**config.mk**
```make
export PLATFORM = sky130hd
export DESIGN_NAME = mem_io_bridge
export DESIGN_NICKNAME = d
export VERILOG_FILES = /design/src/rtl/mem_io_pkg.sv /design/src/rtl/mem_io_bridge_lane_align.sv /design/src/rtl/mem_io_bridge.sv
export SDC_FILE = /design/constraint.sdc
export NUM_CORES = 1
export LEC_CHECK = 0
export BUFFER_PORTS_ARGS = -buffer_cell sky130_fd_sc_hd__buf_2
export CAP_MARGIN = 20
export CORE_MARGIN = 8
export CORE_UTILIZATION = 51
export DETAILED_ROUTE_END_ITERATION = 8
export PLACE_DENSITY_LB_ADDON = 0.1
export SETUP_SLACK_MARGIN = 0.3
export SKIP_LAST_GASP = 1
export SLEW_MARGIN = 20
export SYNTH_ARGS = -nofsm -noshare
export SYNTH_HDL_FRONTEND = slang
export SYNTH_SLANG_ARGS = --single-unit
```
**constraint.sdc**
```tcl
create_clock -name clock -period 3.4 [get_ports clock]
set_input_delay 0.17 -clock clock [delete_from_list [all_inputs] [get_ports clock]]
set_output_delay 0.17 -clock clock [all_outputs]
set_load 0.1 [all_outputs]
```
**src/rtl/mem_io_pkg.sv**
```systemverilog
// Shared types and helpers for the memory/IO load-store bridge.
package mem_io_pkg;

    typedef enum logic [2:0] {
        ST_IDLE,
        ST_MEM,
        ST_MEM_WAIT,
        ST_IO,
        ST_RESP
    } state_t;

    localparam logic [1:0] SZ_B   = 2'd0;
    localparam logic [1:0] SZ_H   = 2'd1;
    localparam logic [1:0] SZ_W   = 2'd2;
    localparam logic [1:0] SZ_ILL = 2'd3;

    localparam logic [31:0] IO_BASE_DFLT = 32'hFFFF_FC00;

    typedef struct packed {
        logic        write;
        logic [1:0]  size;
        logic        sgn;
        logic [31:0] wdata;
    } mem_req_t;

    // Byte-enable pattern for an access of the given size at byte offset off.
    function automatic logic [3:0] lane_mask(input logic [1:0] size, input logic [1:0] off);
        case (size)
            SZ_B:    lane_mask = 4'b0001 << off;
            SZ_H:    lane_mask = 4'b0011 << off;
            SZ_W:    lane_mask = 4'b1111;
            default: lane_mask = 4'b0000;
        endcase
    endfunction

endpackage

```
**src/rtl/mem_io_bridge_lane_align.sv**
```systemverilog
// mem_lane_align: store lane replication/mask and load shift/extend (combinational).
module mem_lane_align
    import mem_io_pkg::*;
(
    input  logic [1:0]  size,
    input  logic [1:0]  off,
    input  logic        sgn,
    input  logic [31:0] wdata,
    input  logic [31:0] rdata,
    output logic [3:0]  we_mask_c,
    output logic [31:0] wdata_rep_c,
    output logic [31:0] rdata_ext_c
);

    logic [31:0] shifted;

    always_comb begin
        we_mask_c = lane_mask(size, off);
        shifted   = rdata >> {off, 3'b000};
        case (size)
            SZ_B: begin
                wdata_rep_c = {4{wdata[7:0]}};
                rdata_ext_c = {{24{sgn & shifted[7]}}, shifted[7:0]};
            end
            SZ_H: begin
                wdata_rep_c = {2{wdata[15:0]}};
                rdata_ext_c = {{16{sgn & shifted[15]}}, shifted[15:0]};
            end
            default: begin
                wdata_rep_c = wdata;
                rdata_ext_c = shifted;
            end
        endcase
    end

endmodule

```
**src/rtl/mem_io_bridge.sv**
```systemverilog
// Registered load/store bridge to data RAM or memory-mapped IO channels.
// Optional IO watchdog enabled by defining MEM_IO_TIMEOUT_EN.
module mem_io_bridge
    import mem_io_pkg::*;
#(
    parameter int unsigned       ADDR_W         = 32,
    parameter int unsigned       IO_CH          = 4,
    parameter int unsigned       IO_W           = 16,
    parameter logic [ADDR_W-1:0] IO_BASE        = ADDR_W'(IO_BASE_DFLT),
    parameter int unsigned       IO_STRIDE_LOG2 = 4,
    parameter int unsigned       MEM_LAT        = 1,
    parameter int unsigned       TIMEOUT_CYC    = 255
) (
    input  logic                   clock,
    input  logic                   rst_n,
    input  logic                   req_valid,
    output logic                   req_ready,
    input  logic                   req_write,
    input  logic [1:0]             req_size,
    input  logic                   req_signed,
    input  logic [ADDR_W-1:0]      req_addr,
    input  logic [31:0]            req_wdata,
    output logic                   rsp_valid,
    output logic [31:0]            rsp_rdata,
    output logic                   rsp_err,
    output logic                   mem_en,
    output logic [3:0]             mem_we,
    output logic [ADDR_W-1:0]      mem_addr,
    output logic [31:0]            mem_wdata,
    input  logic [31:0]            mem_rdata,
    output logic [IO_CH-1:0]       io_cs,
    output logic                   io_we,
    output logic [IO_W-1:0]        io_wdata,
    input  logic [IO_CH*IO_W-1:0]  io_rdata,
    input  logic [IO_CH-1:0]       io_ready
);

    localparam int unsigned CH_W  = (IO_CH > 1) ? $clog2(IO_CH) : 1;
    localparam int unsigned LAT_W = 3;

    state_t            state_q, state_d;
    mem_req_t          req_q, req_d;
    logic [ADDR_W-1:0] addr_q, addr_d;
    logic              err_q, err_d;
    logic [CH_W-1:0]   ch_q, ch_d;
    logic [LAT_W-1:0]  lat_q, lat_d;

    logic [ADDR_W-1:0] io_off, io_idx;
    logic              in_io, io_bad, misalign;

    logic              req_ready_d, rsp_valid_d, rsp_err_d, mem_en_d, io_we_d;
    logic [31:0]       rsp_rdata_d, mem_wdata_d;
    logic [3:0]        mem_we_d;
    logic [ADDR_W-1:0] mem_addr_d;
    logic [IO_CH-1:0]  io_cs_d;
    logic [IO_W-1:0]   io_wdata_d;

    logic [3:0]        we_mask_c;
    logic [31:0]       wdata_rep_c, rdata_ext_c;

`ifdef MEM_IO_TIMEOUT_EN
    localparam int unsigned TO_W = ($clog2(TIMEOUT_CYC + 1) > 8) ? $clog2(TIMEOUT_CYC + 1) : 8;
    logic [TO_W-1:0] to_q, to_d;
`endif

    // Address decode of the incoming request.
    always_comb begin
        io_off   = req_addr - IO_BASE;
        io_idx   = io_off >> IO_STRIDE_LOG2;
        in_io    = (req_addr >= IO_BASE);
        io_bad   = (io_idx >= ADDR_W'(IO_CH)) || (io_off[IO_STRIDE_LOG2-1:0] != '0);
        misalign = (req_size == SZ_ILL) ||
                   ((req_size == SZ_H) && req_addr[0]) ||
                   ((req_size == SZ_W) && (req_addr[1:0] != 2'b00));
    end

    mem_lane_align u_align (
        .size        (req_d.size),
        .off         (addr_d[1:0]),
        .sgn         (req_d.sgn),
        .wdata       (req_d.wdata),
        .rdata       (mem_rdata),
        .we_mask_c   (we_mask_c),
        .wdata_rep_c (wdata_rep_c),
        .rdata_ext_c (rdata_ext_c)
    );

    // Next state, request latch and next values of the registered outputs.
    always_comb begin
        state_d     = state_q;
        req_d       = req_q;
        addr_d      = addr_q;
        err_d       = err_q;
        ch_d        = ch_q;
        lat_d       = lat_q;
        rsp_rdata_d = rsp_rdata;
`ifdef MEM_IO_TIMEOUT_EN
        to_d        = to_q;
`endif
        unique case (state_q)
            ST_IDLE: begin
                if (req_valid) begin
                    req_d  = '{write: req_write, size: req_size, sgn: req_signed, wdata: req_wdata};
                    addr_d = req_addr;
                    ch_d   = CH_W'(io_idx);
                    err_d  = 1'b0;
                    lat_d  = '0;
`ifdef MEM_IO_TIMEOUT_EN
                    to_d   = '0;
`endif
                    if (misalign || (in_io && io_bad)) begin
                        err_d       = 1'b1;
                        rsp_rdata_d = '0;
                        state_d     = ST_RESP;
                    end else if (in_io) begin
                        state_d = ST_IO;
                    end else begin
                        state_d = ST_MEM;
                    end
                end
            end
            ST_MEM: begin
                if (req_q.write) begin
                    rsp_rdata_d = '0;
                    state_d     = ST_RESP;
                end else begin
                    state_d = ST_MEM_WAIT;
                end
            end
            ST_MEM_WAIT: begin
                if (lat_q == LAT_W'(MEM_LAT - 1)) begin
                    rsp_rdata_d = rdata_ext_c;
                    state_d     = ST_RESP;
                end else begin
                    lat_d = lat_q + LAT_W'(1);
                end
            end
            ST_IO: begin
                if (io_ready[ch_q]) begin
                    rsp_rdata_d = req_q.write ? 32'd0 : 32'(io_rdata[ch_q*IO_W +: IO_W]);
                    state_d     = ST_RESP;
                end
`ifdef MEM_IO_TIMEOUT_EN
                else if (to_q == TO_W'(TIMEOUT_CYC - 1)) begin
                    err_d       = 1'b1;
                    rsp_rdata_d = '0;
                    state_d     = ST_RESP;
                end else begin
                    to_d = to_q + TO_W'(1);
                end
`endif
            end
            ST_RESP: state_d = ST_IDLE;
            default: state_d = ST_IDLE;
        endcase

        req_ready_d = (state_d == ST_IDLE);
        rsp_valid_d = (state_d == ST_RESP);
        rsp_err_d   = (state_d == ST_RESP) && err_d;
        mem_en_d    = (state_d == ST_MEM);
        mem_we_d    = (mem_en_d && req_d.write) ? we_mask_c : 4'b0000;
        mem_addr_d  = mem_en_d ? {addr_d[ADDR_W-1:2], 2'b00} : '0;
        mem_wdata_d = (mem_en_d && req_d.write) ? wdata_rep_c : 32'd0;
        io_cs_d     = (state_d == ST_IO) ? (IO_CH'(1) << ch_d) : '0;
        io_we_d     = (state_d == ST_IO) && req_d.write;
        io_wdata_d  = (state_d == ST_IO) ? req_d.wdata[IO_W-1:0] : '0;
    end

    always_ff @(posedge clock or negedge rst_n) begin
        if (!rst_n) begin
            state_q   <= ST_IDLE;
            req_q     <= '0;
            addr_q    <= '0;
            err_q     <= 1'b0;
            ch_q      <= '0;
            lat_q     <= '0;
            req_ready <= 1'b1;
            rsp_valid <= 1'b0;
            rsp_rdata <= '0;
            rsp_err   <= 1'b0;
            mem_en    <= 1'b0;
            mem_we    <= '0;
            mem_addr  <= '0;
            mem_wdata <= '0;
            io_cs     <= '0;
            io_we     <= 1'b0;
            io_wdata  <= '0;
        end else begin
            state_q   <= state_d;
            req_q     <= req_d;
            addr_q    <= addr_d;
            err_q     <= err_d;
            ch_q      <= ch_d;
            lat_q     <= lat_d;
            req_ready <= req_ready_d;
            rsp_valid <= rsp_valid_d;
            rsp_rdata <= rsp_rdata_d;
            rsp_err   <= rsp_err_d;
            mem_en    <= mem_en_d;
            mem_we    <= mem_we_d;
            mem_addr  <= mem_addr_d;
            mem_wdata <= mem_wdata_d;
            io_cs     <= io_cs_d;
            io_we     <= io_we_d;
            io_wdata  <= io_wdata_d;
        end
    end

`ifdef MEM_IO_TIMEOUT_EN
    always_ff @(posedge clock or negedge rst_n) begin
        if (!rst_n) to_q <= '0;
        else        to_q <= to_d;
    end
`endif

endmodule

```
==> results of run 1 <==
==> timing repair <==
| action | 4_1_cts | 5_1_grt |
|---|---|---|
| resized for setup | 0 | 1 |
| buffers inserted | 0 | 1 |
| hold buffers | 42 | 0 |
| endpoints found under the hold margin | 143 | 0 |
| setup endpoints to repair | 0 | 16 |
==> metrics by stage <==
step,hold WS (ns),setup slack (ns),instance area (um^2),total power [mW]
after detailed placement,0.308,0.319,10900,8.34
final,0.0165,0.505,11900,10.4
after floorplan,-0.126,0.789,9190,7.19
after global placement,0.308,0.424,10900,8.27
after CTS,0.00692,0.317,11900,10.4
after global routing,0.0243,0.393,11900,11.0
==> how the worst max path moves through the flow <==
stage,start,to,cells past startpoint
final,state_q[2]$_DFF_PN0_,rsp_rdata[25]$_DFFE_PN0P_,8
after global routing,lat_q[0]$_DFFE_PN0P_,rsp_rdata[0]$_DFFE_PN0P_,9
after CTS,state_q[0]$_DFF_PN0_,rsp_rdata[24]$_DFFE_PN0P_,8
after detailed placement,state_q[0]$_DFF_PN0_,rsp_rdata[24]$_DFFE_PN0P_,8
after global placement,state_q[0]$_DFF_PN0_,rsp_rdata[27]$_DFFE_PN0P_,8
after floorplan,state_q[0]$_DFF_PN0_,rsp_rdata[14]$_DFFE_PN0P_,9
==> final cells by class <==
cell class                 instances  area, um^2  area share, %
clock inverter                    15         178           1.49
inverter                          39         153           1.28
sequential                       200        5010           42.0
antenna                            4        10.0         0.0840
timing repair buffer             356        2070           17.3
multi-input combinational        579        3790           31.8
tap                              229         287           2.41
clock buffer                      17         425           3.57
==> power groups by stage <==
stage          sequential (mW)  clock [mW]  combinational [mW]
2_1_floorplan             4.72           0                2.47
3_3_place_gp              3.29           0                4.98
3_5_place_dp              3.31           0                5.03
4_1_cts                   3.26        2.10                5.09
5_1_grt                   3.32        2.19                5.45
6_report                  3.26        2.06                5.10
==> critical path, delay by kind of cell (launching register included) <==
family,cells,cell delay (ns)
buffers and inverters,2,0.51
DFF,1,0.52
AOI/OAI and AO/OA,2,0.80
and+or+nand+nor,2,0.44
muxes,2,0.50
==> cells in the mapped netlist, types with 4 or more instances <==
cell and count:
o21ai_0 7, nor2b_1 5, mux4_2 24, clkbuf_1 30
mux2_2 10, nor3_1 22, nor2_1 73, mux2i_1 13
o31ai_1 8, nand4_1 4, buf_2 9, a21oi_1 55
dfrtp_1 199, a211oi_1 26, nand3_1 10, nand2_1 210
mux2_4 20, a221oi_1 7, and2_1 23, buf_6 6
buf_4 4, inv_1 37, buf_1 4, and3_1 4
a22o_1 15
==> sequential cells by signal, indices dropped and copies added (netlist names), 4 cells and up <==
register,flops
addr_q,32
io_cs,4
io_wdata,16
mem_addr,30
mem_wdata,32
mem_we,4
req_q,36
rsp_rdata,32
==> routing by layer <==
metal	up-vias	GRT usage, %	wire [um]
met2	319	44.0	14600
met3	31	7.12	2660
met4	2	8.50	534
met1	3816	30.4	11100
met5	-	0	8
li1	3623	-	-
==> cell families (layout without fill, tap and decap cells) <==
| group | Yosys count | after routing |
|---|---|---|
| AND/OR/NAND/NOR | 365 | 365 |
| XOR/XNOR | 1 | 1 |
| flip-flops | 200 | 200 |
| buffers and inverters | 92 | 427 |
| AO/OA/AOI/OAI | 138 | 138 |
| adder cells (fa/ha/maj) | 2 | 2 |
| other | 1 | 6 |
| multiplexers | 71 | 71 |
==> results.sh, run 1 <==
export IMPL_cpMostUsedCell="buf_4"
export IMPL_slew_headroom_pct=31.2
export IMPL_place_inst=1360
export IMPL_synthCells=870
export IMPL_worst_pin_slew_ns=1.03
export IMPL_hp_class="input port to flip-flop"
export IMPL_power_frac_comb_pct=48.9
export IMPL_synthDistinctLibCells=60
export IMPL_cts_root_buf="clkbuf_16"
export IMPL_crit_arrival_ns=3.22
export IMPL_path_max_fanout=24
export IMPL_placementRows=49
export IMPL_crit_path_cell_trace="nor4b_4 -> buf_4 -> mux2i_4 -> buf_4 -> nor2_2 -> a211o_1 -> a22o_1 -> mux2_4"
export IMPL_worst_setup_path_type="flip-flop to flip-flop"
export IMPL_p_sw_mw=4.97
export IMPL_synth_flop_cell="dfrtp_1"
export IMPL_synth_compound_area_share_pct=10.7
export IMPL_synth_area_top_cells="dfrtp_1, nand2_1, mux4_2"
export IMPL_drive_gt1_share_pct=35.2
export IMPL_vias=7791
export IMPL_finalCritPeriodShare_pct=85.1
export IMPL_cp_start_kind="flip-flop"
export IMPL_synthArstFlopShare_pct=100
export IMPL_leakagePower_nw=6.20
export IMPL_cp_slowest_stage_delay_ns=0.52
export IMPL_rsz0062_at_grt="false"
export IMPL_nets=1366
export IMPL_dp_hpwl_um=21000
export IMPL_clkSinkCount=200
export IMPL_outcome="completed"
export IMPL_wire_per_inst_um=20.1
export IMPL_synth_edf_count=0
export IMPL_layout_min_cycle_time_ns=2.89
export IMPL_hold_viol_final=0
export IMPL_ys_ff_latch=200
export IMPL_clockBufferDepth=2
export IMPL_synth_warning_count=0
export IMPL_coreArea_mm2=0.0178
export IMPL_syn_area_mm2=0.00919
export IMPL_die_h_um=150
export IMPL_worstPathRequired_ns=3.73
export IMPL_totalWireLength_um=28900
export IMPL_antenna_found_initial=4
export IMPL_numCtsBuffers=17
export IMPL_finalMaxSlewViolations=0
export IMPL_dieArea_mm2=0.0226
export IMPL_synth_top_family_by_area="simple AND/OR/NAND/NOR gates"
export IMPL_io_pins=296
export IMPL_start_util_pct=51.5
export IMPL_place_gp_congestion=0.890
export IMPL_grt_pass1_vias=8134
export IMPL_ys_seq_area_share_pct=54.5
export IMPL_synthAdderAreaFrac_pct=0.272
export IMPL_drc=0
export IMPL_ir_drop_uv=458
export IMPL_worstRegToRegCells=8
export IMPL_crit_slowest_cell="dfrtp_1"
export IMPL_setup_violations=0
export IMPL_fmax_mhz=345
export IMPL_p_per_area_mw_per_mm2=875
export IMPL_track_usage_pct=25.6
export IMPL_die_x_um=150
export IMPL_seqPwrFrac_pct=31.3
export IMPL_grt_pass1_wl_um=44300
export IMPL_hp_start="req_addr[24]"
export IMPL_clk_pin_slew_worst_paths_ns=0.08
export IMPL_final_common_cell="buf_2"
export IMPL_io_buffers=293
export IMPL_yosysTopAreaCellShare_pct=54.2
export IMPL_skew_ns=0.0122
export IMPL_synthMuxAreaShare_pct=12.6
export IMPL_ant_nets=0
export IMPL_final_cell_mix="buf_2, nand2_1, dfrtp_1"
export IMPL_clk_latency_ns=0.44
export IMPL_fillers=1437
export IMPL_htree_levels=4
export IMPL_area_growth_pct=29.7
export IMPL_r2r_end="rsp_rdata[25]$_DFFE_PN0P_"
export IMPL_drtIter0Drc=467
export IMPL_vias_per_cell=5.41
export IMPL_drtPass1Iterations=7
export IMPL_min_to="addr_q[24]$_DFF_PN0_"
export IMPL_cp_end_kind="flip-flop"
export IMPL_syn_avg_cell_area_um2=10.6
export IMPL_synth_xor_area_share_pct=0.0954
export IMPL_r2r_start="state_q[2]$_DFF_PN0_"
export IMPL_p_int_mw=5.45
export IMPL_synthSimpleGateAreaFrac_pct=17.2
export IMPL_hold_path_depth=3
export IMPL_power_share_clock_pct=19.8
export IMPL_yosysTopAreaCell="dfrtp_1"
export IMPL_grt_max_degree=99
export IMPL_switching_share_pct=47.7
export IMPL_finalNonFillerCells=1439
export IMPL_drv_cap=0
export IMPL_rrSetupSlack_ns=0.51
export IMPL_finish_utilization_pct=66.8
export IMPL_cts_tree="built"
export IMPL_overflow=0
export IMPL_final_setup_tns_ns=0
No activity file was read; power rests on OpenSTA's default activity.
==> run 2: changes to the inputs <==
--- a/config.mk
+++ b/config.mk
@@ -8,7 +8,8 @@
 export BUFFER_PORTS_ARGS = -buffer_cell sky130_fd_sc_hd__buf_2
 export CAP_MARGIN = 20
 export CORE_MARGIN = 8
-export CORE_UTILIZATION = 51
+export CORE_UTILIZATION = 53
+export CTS_BUF_LIST = sky130_fd_sc_hd__clkbuf_4
 export DETAILED_ROUTE_END_ITERATION = 8
 export PLACE_DENSITY_LB_ADDON = 0.1
 export SETUP_SLACK_MARGIN = 0.3
==> run 2 against run 1 <==
Net effect:
- core utilization rose by 3.4 points
- setup slack improved by 0.0020 ns
- wire length fell by 1.6%
- sequential cell count did not move
- via count rose by 1.9%
- maximum frequency barely moved
- clock-buffer cell count rose by 1
- highest routed layer is now met4
- first-iteration DRC count rose by 17%
- combinational power rose by 2%
- largest power group unchanged
==> results.sh, run 2 (same netlist as run 1, synthesis figures left out) <==
export IMPL_worstPathRequired_ns=3.90
export IMPL_die_h_um=148
export IMPL_fmax_mhz=346
export IMPL_drive_gt1_share_pct=34.6
export IMPL_dieArea_mm2=0.0218
export IMPL_worst_pin_slew_ns=0.828
export IMPL_coreArea_mm2=0.0171
export IMPL_io_buffers=293
export IMPL_die_x_um=148
export IMPL_r2r_end="rsp_rdata[24]$_DFFE_PN0P_"
export IMPL_drt_met1_wl_um=11600
export IMPL_grt_max_degree=102
export IMPL_drtIter0Drc=548
export IMPL_vias=7941
export IMPL_ant_nets=0
export IMPL_wire_per_inst_um=19.3
export IMPL_drc=0
export IMPL_cp_end_kind="flip-flop"
export IMPL_io_pins=296
export IMPL_finish_utilization_pct=70.1
export IMPL_cts_root_buf="clkbuf_4"
export IMPL_area_growth_pct=30.7
export IMPL_highest_layer="met4"
export IMPL_slew_headroom_pct=44.8
export IMPL_clk_latency_ns=0.59
export IMPL_hp_class="input port to flip-flop"
export IMPL_numCtsBuffers=17
export IMPL_rsz0062_at_grt="false"
export IMPL_cp_start_kind="flip-flop"
export IMPL_outcome="completed"
export IMPL_largest_register_ffs=36
export IMPL_clkSinkCount=200
export IMPL_totalWireLength_um=28400
export IMPL_cp_slowest_stage_delay_ns=0.93
export IMPL_grt_pass1_vias=8272
export IMPL_path_max_fanout=16
export IMPL_ir_drop_uv=536
export IMPL_p_per_area_mw_per_mm2=821
export IMPL_final_setup_tns_ns=0
export IMPL_cts_tree="built"
export IMPL_min_to="rsp_rdata[20]$_DFFE_PN0P_"
export IMPL_grt_pass1_wl_um=45100
export IMPL_final_common_cell="buf_2"
export IMPL_placementRows=48
export IMPL_hold_viol_final=0
export IMPL_finalCritPeriodShare_pct=85.1
export IMPL_wl_met3_um=2250
export IMPL_track_usage_pct=26.1
export IMPL_place_gp_congestion=0.906
export IMPL_worstRegToRegCells=6
export IMPL_dp_hpwl_um=20700
export IMPL_drtPass1Iterations=5
export IMPL_wl_met2_um=14000
export IMPL_worst_setup_path_type="flip-flop to flip-flop"
export IMPL_fillers=1323
export IMPL_clockBufferDepth=2
export IMPL_crit_arrival_ns=3.39
export IMPL_vias_per_cell=5.40
export IMPL_crit_path_cell_trace="or4b_2 -> o21ai_1 -> a21oi_1 -> a211o_1 -> a22o_1 -> mux2_4"
export IMPL_setup_violations=0
export IMPL_r2r_start="state_q[0]$_DFF_PN0_"
export IMPL_clk_pin_slew_worst_paths_ns=0.16
export IMPL_nets=1405
export IMPL_final_cell_mix="buf_2, nand2_1, dfrtp_1"
export IMPL_leakagePower_nw=6.24
export IMPL_layout_min_cycle_time_ns=2.89
export IMPL_overflow=0
export IMPL_hold_path_depth=5
export IMPL_finalMaxSlewViolations=0
export IMPL_rrSetupSlack_ns=0.51
export IMPL_skew_ns=0.0209
export IMPL_largest_register="req_q"
export IMPL_hp_start="mem_rdata[20]"
export IMPL_htree_levels=4
export IMPL_start_util_pct=53.7
export IMPL_drv_cap=0
export IMPL_antenna_found_initial=1
export IMPL_crit_slowest_cell="or4b_2"
run 2: changes by cell type in the layout (fill, tap and decap cells not counted), moves of 3 or more:
cell	previous run	this run
buf_4	20	26
dlygate4sd3_1	42	75
diode_2	4	1
clkbuf_16	17	0
bufinv_16	1	4
clkbuf_4	0	18
inv_8	6	1
run 2: stage by stage:
stage	power (mW)	setup WS [ns]	hold WS, ns	area [um^2]	instances
after detailed placement	8.34	0.278	0.322	10900	1359
after floorplan	7.19	0.789	-0.126	9190	871
after global placement	8.28	0.317	0.314	10900	1359
final	9.85	0.508	0.0472	12000	1470
after CTS	9.86	0.456	0.00196	12000	1467
after global routing	10.4	0.314	0.0374	12000	1470
run 2: repair_timing:
action                     CTS  global route
pin swaps                    1             0
gates resized for setup      0             3
hold endpoints to repair   231             0
hold buffers                75             0
buffers inserted             2             2
setup endpoints to repair   14            26
run 2: worst max-delay path: cells and delay by family (launching register included):
kind | cells | cell delay (ns)
AO/OA/AOI/OAI | 4 | 1.13
flip-flops | 1 | 0.52
multiplexers | 1 | 0.25
AND/OR/NAND/NOR | 1 | 0.93
run 2: routing by layer:
metal | track usage [%] | up-vias
met5 | 0 | -
met4 | 7.85 | 0
met2 | 43.6 | 309
met3 | 7.83 | 46
met1 | 32.1 | 3895
li1 | - | 3691
run 2: final cells by class:
class	count	area, um^2	share of cell area (%)
Clock buffer	18	135	1.13
Sequential cell	200	5010	41.7
Tap cell	225	282	2.35
Antenna cell	1	2.50	0.0209
Timing Repair Buffer	395	2440	20.3
Multi-Input combinational cell	579	3780	31.5
Inverter	39	158	1.31
Clock inverter	13	191	1.60
run 2: power breakdown:
group	internal, mW	switching, mW	leakage (nW)
clock	0.600	0.821	0.172
combinational	1.46	3.73	3.42
sequential	2.99	0.246	2.65
run 2: worst max path at each step:
stage,start,end,cells after the start
CTS,state_q[2]$_DFF_PN0_,rsp_rdata[3]$_DFFE_PN0P_,7
global route,state_q[2]$_DFF_PN0_,rsp_rdata[12]$_DFFE_PN0P_,10
global placement,state_q[0]$_DFF_PN0_,rsp_rdata[3]$_DFFE_PN0P_,6
finish,state_q[0]$_DFF_PN0_,rsp_rdata[24]$_DFFE_PN0P_,6
detailed placement,state_q[0]$_DFF_PN0_,rsp_rdata[30]$_DFFE_PN0P_,8
floorplan,state_q[0]$_DFF_PN0_,rsp_rdata[14]$_DFFE_PN0P_,9
==> run 3: changes to the inputs <==
==> constraint.sdc (replaced) <==
create_clock -name clock -period 3.4 [get_ports clock]
set_input_delay 0.68 -clock clock [delete_from_list [all_inputs] [get_ports clock]]
set_output_delay 0.68 -clock clock [all_outputs]
set_load 0.1 [all_outputs]
==> run 3 against run 2 <==
Net effect:
- first-iteration DRC count down 2.9%
- non-clock buffer count down 78
- global-route usage down 1.4 points
- sequential share of layout area up 2.9 points
- sequential power about the same
- largest power group unchanged
- core utilization down 4.5 points
- clock skew down 0.0031 ns
- wire length down 5.5%
==> results.sh, run 3 (same netlist as run 1, synthesis figures left out) <==
export IMPL_clkSinkCount=200
export IMPL_totalWireLength_um=26900
export IMPL_overflow=0
export IMPL_setup_violations=0
export IMPL_ir_drop_uv=447
export IMPL_layout_min_cycle_time_ns=2.90
export IMPL_worst_setup_path_type="flip-flop to flip-flop"
export IMPL_die_h_um=148
export IMPL_dp_hpwl_um=20400
export IMPL_final_cell_mix="buf_2, nand2_1, dfrtp_1"
export IMPL_grt_pass1_vias=7676
export IMPL_ctsResizeCount=0
export IMPL_clockBufferDepth=2
export IMPL_finalNonFillerCells=1394
export IMPL_final_common_cell="buf_2"
export IMPL_drive_gt1_share_pct=36.5
export IMPL_use_met2_pct=39.9
export IMPL_hold_buffers=0
export IMPL_wire_per_inst_um=19.3
export IMPL_place_area_mm2=0.0109
export IMPL_largest_register_ffs=36
export IMPL_skew_ns=0.0178
export IMPL_drv_cap=0
export IMPL_hold_viol_final=0
export IMPL_place_gp_congestion=0.888
export IMPL_finalMaxSlewViolations=0
export IMPL_io_buffers=293
export IMPL_postCtsSetupRepairBufs=0
export IMPL_timing_hold_ws_ns=0.0699
export IMPL_dieArea_mm2=0.0218
export IMPL_final_setup_tns_ns=0
export IMPL_nets=1327
export IMPL_cts_root_buf="clkbuf_4"
export IMPL_grt_pass1_wl_um=42200
export IMPL_vias_per_cell=5.39
export IMPL_cp_start_kind="flip-flop"
export IMPL_outcome="completed"
export IMPL_use_met3_pct=8.25
export IMPL_cp_end_kind="flip-flop"
export IMPL_stdcell_area_mm2=0.0112
export IMPL_clk_latency_ns=0.58
export IMPL_drtIter0Drc=532
export IMPL_ant_nets=0
export IMPL_area_growth_pct=22.2
export IMPL_largest_register="req_q"
export IMPL_vias=7516
export IMPL_slew_headroom_pct=35.2
export IMPL_crit_arrival_ns=3.39
export IMPL_placementRows=48
export IMPL_rsz0062_at_grt="false"
export IMPL_htree_levels=4
export IMPL_cts_tree="built"
export IMPL_worstRegToRegCells=8
export IMPL_leakagePower_nw=5.92
export IMPL_die_x_um=148
export IMPL_path_max_fanout=16
export IMPL_start_util_pct=53.7
export IMPL_grt_met1_usage_pct=30.8
export IMPL_total_power_mw=9.66
export IMPL_worstPathRequired_ns=3.88
export IMPL_drtPass1Iterations=5
export IMPL_drc=0
export IMPL_track_usage_pct=24.6
export IMPL_worst_pin_slew_ns=0.967
export IMPL_antenna_found_initial=6
export IMPL_rrSetupSlack_ns=0.50
export IMPL_fmax_mhz=345
export IMPL_coreArea_mm2=0.0171
export IMPL_p_per_area_mw_per_mm2=861
export IMPL_finalCritPeriodShare_pct=85.4
export IMPL_io_pins=296
export IMPL_grt_busiest_layer="met2"
export IMPL_numCtsBuffers=17
export IMPL_hp_class="input port to asynchronous set/reset pin"
export IMPL_clk_pin_slew_worst_paths_ns=0.17
export IMPL_grt_max_degree=72
export IMPL_place_inst=1360
run 3: changes by cell type in the layout (fill, tap and decap cells not counted), moves of 2 or more:
cell           change
dlygate4sd3_1     -75
inv_8              +5
buf_4              -4
inv_6              -3
bufinv_16          -2
clkinv_4           +2
clkinvlp_4         -2
run 3: path summary, 6_finish.rpt:
check | from | endpoint
max | state_q[0]$_DFF_PN0_ | rsp_rdata[14]$_DFFE_PN0P_
min reg2reg | addr_q[28]$_DFF_PN0_ | addr_q[28]$_DFF_PN0_
max reg2reg | state_q[0]$_DFF_PN0_ | rsp_rdata[14]$_DFFE_PN0P_
min | rst_n | mem_addr[23]$_DFF_PN0_
min in group clock | req_wdata[23] | req_q[23]$_DFF_PN0_
max in group asynchronous | rst_n | req_ready$_DFF_PN1_
run 3: power by group:
| group | leakage [nW] | switching [mW] | total (mW) | internal [mW] |
|---|---|---|---|---|
| sequential | 2.65 | 0.239 | 3.23 | 2.99 |
| clock | 0.168 | 0.875 | 1.35 | 0.473 |
| combinational | 3.10 | 3.70 | 5.09 | 1.39 |
| total | 5.92 | 4.81 | 9.66 | 4.85 |
run 3: cell type report:
type / instances / area [um^2]
clock buffer: 17 / 128
tap: 225 / 282
timing repair buffer: 317 / 1680
fill: 1461 / 5890
antenna: 2 / 5.00
multi-input combinational: 579 / 3780
inverter: 39 / 153
sequential: 200 / 5010
clock inverter: 15 / 186
run 3: worst max-delay path: stages (launching register included):
cell and delay (ns):
dfrtp_1 0.54, nor4b_4 0.34, buf_4 0.24, mux2i_4 0.29, buf_4 0.27, mux2_2 0.36, a221oi_1 0.38, o31ai_1 0.12
mux2_4 0.26
run 3: metrics by stage:
stage               setup slack (ns)  utilization, %
detailed placement             0.346            63.7
finish                         0.498            65.6
CTS                            0.517            65.5
floorplan                      0.686               -
global placement               0.394            63.7
global route                   0.313            65.6
run 3: per-layer routing:
metal	vias to the layer above	part of all wire [%]
li1	3547	-
met1	3635	41
met2	285	48
met3	41	8.7
met4	8	2.2
met5	-	0.14
